==> config.mk <==
export PLATFORM = sky130hd
export DESIGN_NAME = r2sdf_bf_stage8
export DESIGN_NICKNAME = d
export VERILOG_FILES = /design/src/rtl/r2sdf_bf_stage8.sv
export SDC_FILE = /design/constraint.sdc
export NUM_CORES = 2
export LEC_CHECK = 0
export CAP_MARGIN = 20
export CORE_UTILIZATION = 40
export DETAILED_ROUTE_END_ITERATION = 6
export GPL_TIMING_DRIVEN = 1
export PLACE_DENSITY = 0.58
export SETUP_SLACK_MARGIN = 0.2
export SKIP_CTS_REPAIR_TIMING = 1
export SLEW_MARGIN = 10
export SYNTH_ARGS = -nofsm -noshare
export SYNTH_HDL_FRONTEND = slang
export SYNTH_SLANG_ARGS = --single-unit
export TNS_END_PERCENT = 100
==> constraint.sdc <==
create_clock -name i_clk -period 19.3 [get_ports i_clk]
set_clock_uncertainty 0.2 [all_clocks]
set_input_delay 3.86 -clock i_clk [delete_from_list [all_inputs] [get_ports i_clk]]
set_output_delay 3.86 -clock i_clk [all_outputs]
set_load 0.01 [all_outputs]
==> src/rtl/r2sdf_bf_stage8.sv <==
// Radix-2 SDF (DIF) butterfly stage for the delay-8 position of a 32-point FFT.
// Drives an external 8-deep delay line and rotates the stored differences by W16^k.
module r2sdf_bf_stage8 #(
  parameter int unsigned DW   = 19,
  parameter int unsigned TW_W = 12
) (
  input  logic                   i_clk,
  input  logic                   i_rst,
  input  logic                   i_in_valid,
  output logic                   o_in_ready,
  input  logic signed [DW-1:0]   i_in_r,
  input  logic signed [DW-1:0]   i_in_i,
  input  logic signed [DW-1:0]   i_sr_out_r,
  input  logic signed [DW-1:0]   i_sr_out_i,
  output logic signed [DW-1:0]   o_sr_in_r,
  output logic signed [DW-1:0]   o_sr_in_i,
  output logic [2:0]             o_tw_idx,
  input  logic signed [TW_W-1:0] i_tw_r,
  input  logic signed [TW_W-1:0] i_tw_i,
  output logic                   o_out_valid,
  output logic signed [DW-1:0]   o_out_r,
  output logic signed [DW-1:0]   o_out_i,
  output logic                   o_out_first,
  output logic                   o_err
);

  localparam int unsigned PW = DW + TW_W + 1;
  localparam logic signed [PW-1:0] SatMax  = (PW'(1) <<< (DW - 1)) - PW'(1);
  localparam logic signed [PW-1:0] SatMin  = -SatMax - PW'(1);
  localparam logic signed [PW-1:0] RndHalf = PW'(1) <<< (TW_W - 3);

  typedef enum logic [1:0] {StFirst, StSecond, StDrain} state_e;

  state_e            r_state, w_state_d;
  logic [2:0]        r_k, w_k_d;
  logic              r_pend, w_pend_d;
  logic              r_out_valid, w_out_valid_d;
  logic signed [DW-1:0] r_out_r, r_out_i, w_out_r_d, w_out_i_d;
  logic              r_out_first, w_out_first_d;
  logic              r_err, w_err_d;

  // Butterfly at DW+1 bits; dropping the LSB is the floor halving.
  logic signed [DW:0] w_sum_r, w_sum_i, w_dif_r, w_dif_i;
  assign w_sum_r = {i_sr_out_r[DW-1], i_sr_out_r} + {i_in_r[DW-1], i_in_r};
  assign w_sum_i = {i_sr_out_i[DW-1], i_sr_out_i} + {i_in_i[DW-1], i_in_i};
  assign w_dif_r = {i_sr_out_r[DW-1], i_sr_out_r} - {i_in_r[DW-1], i_in_r};
  assign w_dif_i = {i_sr_out_i[DW-1], i_sr_out_i} - {i_in_i[DW-1], i_in_i};

  logic signed [PW-1:0] w_dr, w_di, w_twr, w_twi, w_re, w_im, w_re_sh, w_im_sh;
  logic signed [DW-1:0] w_rot_r, w_rot_i;
  assign w_dr    = PW'(i_sr_out_r);
  assign w_di    = PW'(i_sr_out_i);
  assign w_twr   = PW'(i_tw_r);
  assign w_twi   = PW'(i_tw_i);
  assign w_re    = w_dr * w_twr - w_di * w_twi;
  assign w_im    = w_dr * w_twi + w_di * w_twr;
  assign w_re_sh = (w_re + RndHalf) >>> (TW_W - 2);
  assign w_im_sh = (w_im + RndHalf) >>> (TW_W - 2);

  function automatic logic signed [DW-1:0] sat(input logic signed [PW-1:0] v);
    logic signed [PW-1:0] c;
    if (v > SatMax)      c = SatMax;
    else if (v < SatMin) c = SatMin;
    else                 c = v;
    return c[DW-1:0];
  endfunction

  assign w_rot_r = sat(w_re_sh);
  assign w_rot_i = sat(w_im_sh);

  always_comb begin
    w_state_d     = r_state;
    w_k_d         = r_k;
    w_pend_d      = r_pend;
    w_out_valid_d = 1'b0;
    w_out_r_d     = w_rot_r;
    w_out_i_d     = w_rot_i;
    w_out_first_d = 1'b0;
    w_err_d       = 1'b0;
    o_in_ready    = 1'b1;
    o_sr_in_r     = '0;
    o_sr_in_i     = '0;
    o_tw_idx      = r_k;
    unique case (r_state)
      StFirst: begin
        if (i_in_valid) begin
          o_sr_in_r     = i_in_r;
          o_sr_in_i     = i_in_i;
          w_out_valid_d = r_pend;
          w_k_d         = r_k + 3'd1;
          if (r_k == 3'd7) w_state_d = StSecond;
        end else if (r_k == 3'd0) begin
          if (r_pend) begin
            w_out_valid_d = 1'b1;
            w_k_d         = 3'd1;
            w_state_d     = StDrain;
          end
        end else begin
          w_err_d  = 1'b1;
          w_k_d    = 3'd0;
          w_pend_d = 1'b0;
        end
      end
      StSecond: begin
        if (i_in_valid) begin
          w_out_valid_d = 1'b1;
          w_out_r_d     = w_sum_r[DW:1];
          w_out_i_d     = w_sum_i[DW:1];
          w_out_first_d = (r_k == 3'd0);
          o_sr_in_r     = w_dif_r[DW:1];
          o_sr_in_i     = w_dif_i[DW:1];
          w_k_d         = r_k + 3'd1;
          if (r_k == 3'd7) begin
            w_state_d = StFirst;
            w_pend_d  = 1'b1;
          end
        end else begin
          w_err_d   = 1'b1;
          w_k_d     = 3'd0;
          w_pend_d  = 1'b0;
          w_state_d = StFirst;
        end
      end
      StDrain: begin
        o_in_ready    = 1'b0;
        w_out_valid_d = 1'b1;
        w_k_d         = r_k + 3'd1;
        if (r_k == 3'd7) begin
          w_state_d = StFirst;
          w_pend_d  = 1'b0;
        end
      end
      default: begin
        w_state_d = StFirst;
        w_k_d     = 3'd0;
        w_pend_d  = 1'b0;
      end
    endcase
  end

  always_ff @(posedge i_clk) begin
    if (i_rst) begin
      r_state     <= StFirst;
      r_k         <= 3'd0;
      r_pend      <= 1'b0;
      r_out_valid <= 1'b0;
      r_out_r     <= '0;
      r_out_i     <= '0;
      r_out_first <= 1'b0;
      r_err       <= 1'b0;
    end else begin
      r_state     <= w_state_d;
      r_k         <= w_k_d;
      r_pend      <= w_pend_d;
      r_out_valid <= w_out_valid_d;
      r_out_first <= w_out_first_d;
      r_err       <= w_err_d;
      if (w_out_valid_d) begin
        r_out_r <= w_out_r_d;
        r_out_i <= w_out_i_d;
      end
    end
  end

  assign o_out_valid = r_out_valid;
  assign o_out_r     = r_out_r;
  assign o_out_i     = r_out_i;
  assign o_out_first = r_out_first;
  assign o_err       = r_err;

endmodule

==> results.tsv <==
stage	metric	value	unit
status	status	finished with violations	
status	failing checks	DRC	
timing	setup_tns	0	ns
global_route	GR Util All Layers	23.9	%
global_route	vias in the first global route	31062	
synth	yosys warns	0	
worst_setup_path	kind of end point of the critical path	flop	
timing	Tcrit/Tclk final	65.5	%
synth	syn_area_per_cell	8.83	um2
timing	RSZ-0062 raised after global routing	no	
timing	Final setup viols	0	
synth	share of the synthesized area in the top cell type	49.1	%
timing	max-slew violations	0	
synth	post-synthesis cell area	39200	um2
worst_setup_path	critical path launch point type	primary input	
worst_setup_path	critical path type	primary input to flop	
place	GPL Wtd Cong	0.910	
floorplanning	Top Ports	186	
synth	Synth Register Bits	47	
global_route	grt ovf	0	
timing	Slew HR	25.5	%
route	vias post-DR	29471	
timing	hold_ws	0.265	ns
synth	fraction of registers with async set/reset	0	%
global_route	initial antenna violation count	3	
cells_and_area	area grow syn2layout	8.30	%
global_route	largest net degree at the start of global routing	45	
cts	CTS tree	built	
worst_setup_path	CP Data Arrival Time	12.60	ns
place	PortBufs	185	
synth	simple-gate area share of the yosys netlist	16.3	%
cts	CTS buffer count	5	
synth	largest area contributor in the netlist	fa_1	
cells_and_area	Net count, final	5834	
floorplanning	Die Ht	315	um
floorplanning	Die Area	99200	um2
synth	post-synthesis mux area share	0.568	%
floorplanning	chip width	315	um
route	DR iter-0 viols	2000	
global_route	first-pass GRT wire length	181000	um
cts	clock sinks	47	
floorplanning	Starting Density	40.5	%
worst_setup_path	CP required	19.25	ns
synth	compound-gate portion of the synthesized area	6.69	%
synth	sequential share of the synthesized area	2.40	%
cts	H-tree Lvls	2	
synth	largest cells by area after synthesis	fa_1 49%, inv_1 10%, ha_1 9.4%, and2_1 7.4%, nand2_1 4.4%	
cells_and_area	share of layout cells above drive strength 1	2.57	%
floorplanning	row cnt	114	
synth	synth unique cells	81	
cts	Clk Tree Root Cell	clkbuf_16	
route	drt via density	5.12	
route	post-DR wirelength/cell	19.8	um
synth	number of synthesized flops with an enable pin	0	
synth	Post-Synthesis Cells	4437	
floorplanning	core footprint	96900	um2
cts	CTS Buffer Depth	2	
place	DP Area	42300	um2
synth	Most used DFF post-synth	dfxtp_1	
synth	area share of xor/xnor cells in the synthesized design	3.02	%
route	Routed Antenna Nets	0	
route	Pre-antenna DRT Iters	7	
cells_and_area	post-route design area	42400	um2
place	DPL Wire Length	87600	um
worst_hold_path	HP Class	flop to flop	
cts	clk slew on worst S/H paths	0.07	ns
route	DRT Wirelength	114000	um
synth	Synth Net Count	5795	
timing	Tmin final	12.65	ns
route	detailed-route DRC error count	4	
run	max-cap violations	0	
timing	final hold violations	0	
worst_setup_path	CP Max Fanout	23	
timing	Worst Max-Slew Pin Slew	1.12	ns
cts	Clk Latency, worst-skew pair	0.31	ns
worst_setup_path	r2r setup slk	16.02	ns
synth	post-synthesis adder-cell area fraction	58.5	%
synth	main combinational cell family by area after synthesis	adder cells	
timing	maximum clock frequency	79.1	MHz
## layout make-up
class                           count  area [um2]
Sequential cell                    47         942
Multi-Input combinational cell   3089       33400
Antenna cell                        1        2.50
Clock inverter                      3        47.5
Fill cell                        9680       54400
Clock buffer                        5         125
Tap cell                         1276        1600
Inverter                         1079        4050
Timing Repair Buffer              254        2320
## placed cells by master (no fill, tap or decap), types with 11 or more instances in the layout
master | netlist | routed
a211oi_1 | 28 | 28
nor2b_1 | 14 | 14
a31oi_1 | 18 | 18
dfxtp_1 | 47 | 46
nor2_1 | 196 | 195
a21o_1 | 38 | 38
ha_1 | 293 | 293
nand3_1 | 18 | 18
o211ai_1 | 12 | 12
mux2i_1 | 20 | 20
buf_4 | 0 | 69
clkdlybuf4s50_1 | 0 | 176
o21bai_1 | 20 | 20
nand2b_1 | 44 | 43
and2_1 | 464 | 464
nand2_1 | 463 | 463
xor2_1 | 32 | 32
or3_1 | 12 | 12
o21ai_0 | 59 | 58
xnor2_1 | 103 | 103
or2_2 | 11 | 11
inv_1 | 1078 | 1078
a21oi_1 | 96 | 96
o21a_1 | 12 | 12
nor3_1 | 29 | 29
fa_1 | 962 | 962
## cell families (layout without fill, tap and decap cells)
kind of cell / Yosys count / count (layout)
AOI/OAI and AO/OA: 386 / 386
xor gates and xnor gates: 135 / 135
adders and majority gates: 1255 / 1255
buffers and inverters: 1301 / 1341
DFF: 47 / 47
muxes: 22 / 22
other: 0 / 1
and+or+nand+nor: 1291 / 1291
## per-layer routing
layer | vias up | routed length, um | global-route usage (%)
li1 | 13150 | - | -
met1 | 15345 | 50300 | 34.1
met2 | 854 | 54400 | 39.3
met3 | 122 | 6320 | 2.35
met4 | 0 | 2830 | 4.94
met5 | - | 0 | 0
## sequential cells by signal (all words and copies together) (netlist names)
register and count:
o_tw_idx 3, r_pend 1, o_out_first 1, o_out_r 19, r_state 2, o_out_valid 1
o_out_i 19, o_err 1
## critical path, stage by stage
cell	delay, ns
clkdlybuf4s50_1	0.39
buf_4	0.24
inv_1	0.85
nor2_1	0.18
fa_1	0.55
inv_1	0.05
fa_1	0.52
inv_1	0.05
fa_1	0.48
fa_1	0.57
fa_1	0.45
fa_1	0.51
inv_1	0.05
fa_1	0.49
inv_1	0.05
ha_1	0.34
a22oi_1	0.23
nand2_1	0.09
a211oi_1	0.21
o21ai_1	0.27
and3_1	0.30
or2_2	0.28
a311oi_1	0.42
a22oi_2	0.30
nor2_1	0.63
a2111oi_0	0.22
## path summary, 6_finish.rpt
kind                           start                        to  depth (start not counted)
max                       i_tw_r[11]  o_out_r[13]$_SDFFE_PP0P_                         26
min          o_out_r[7]$_SDFFE_PP0P_   o_out_r[7]$_SDFFE_PP0P_                          2
max reg2reg  r_state[0]$_SDFFE_PP0P_  o_out_r[18]$_SDFFE_PP0P_                          8
min reg2reg  o_out_r[7]$_SDFFE_PP0P_   o_out_r[7]$_SDFFE_PP0P_                          2
## stage by stage
stage	util (%)	cells	setup WS [ns]
detailed placement	43.6	5744	6.42
floorplan	-	4437	7.98
global route	43.8	5754	6.12
global placement	43.6	5744	6.55
CTS	43.8	5752	6.75
finish	43.8	5754	6.65
## cells in the mapped netlist, drive strengths merged, types with 4 or more instances
library cell / count
a21oi: 97
clkbuf: 217
mux2i: 20
or3: 12
nand4: 6
o21a: 12
a32o: 4
a21o: 38
nor2: 196
a311oi: 5
nand2: 463
o31ai: 10
xor2: 32
a2bb2oi: 4
nand2b: 44
o21bai: 20
o211ai: 13
nor2b: 14
o21ai: 61
or2: 11
dfxtp: 47
or4: 4
a21boi: 5
a32oi: 4
fa: 962
ha: 293
xnor2: 103
nand3: 18
a31oi: 18
buf: 5
and3: 9
and2: 464
nor3: 29
o31a: 5
inv: 1078
nor4: 10
o22ai: 7
a2111oi: 12
a31o: 4
a22oi: 9
a211oi: 28
Power is left out: the tool's default activity adds up to more than one toggle a clock period on the data nets, which glitch-free logic cannot reach.
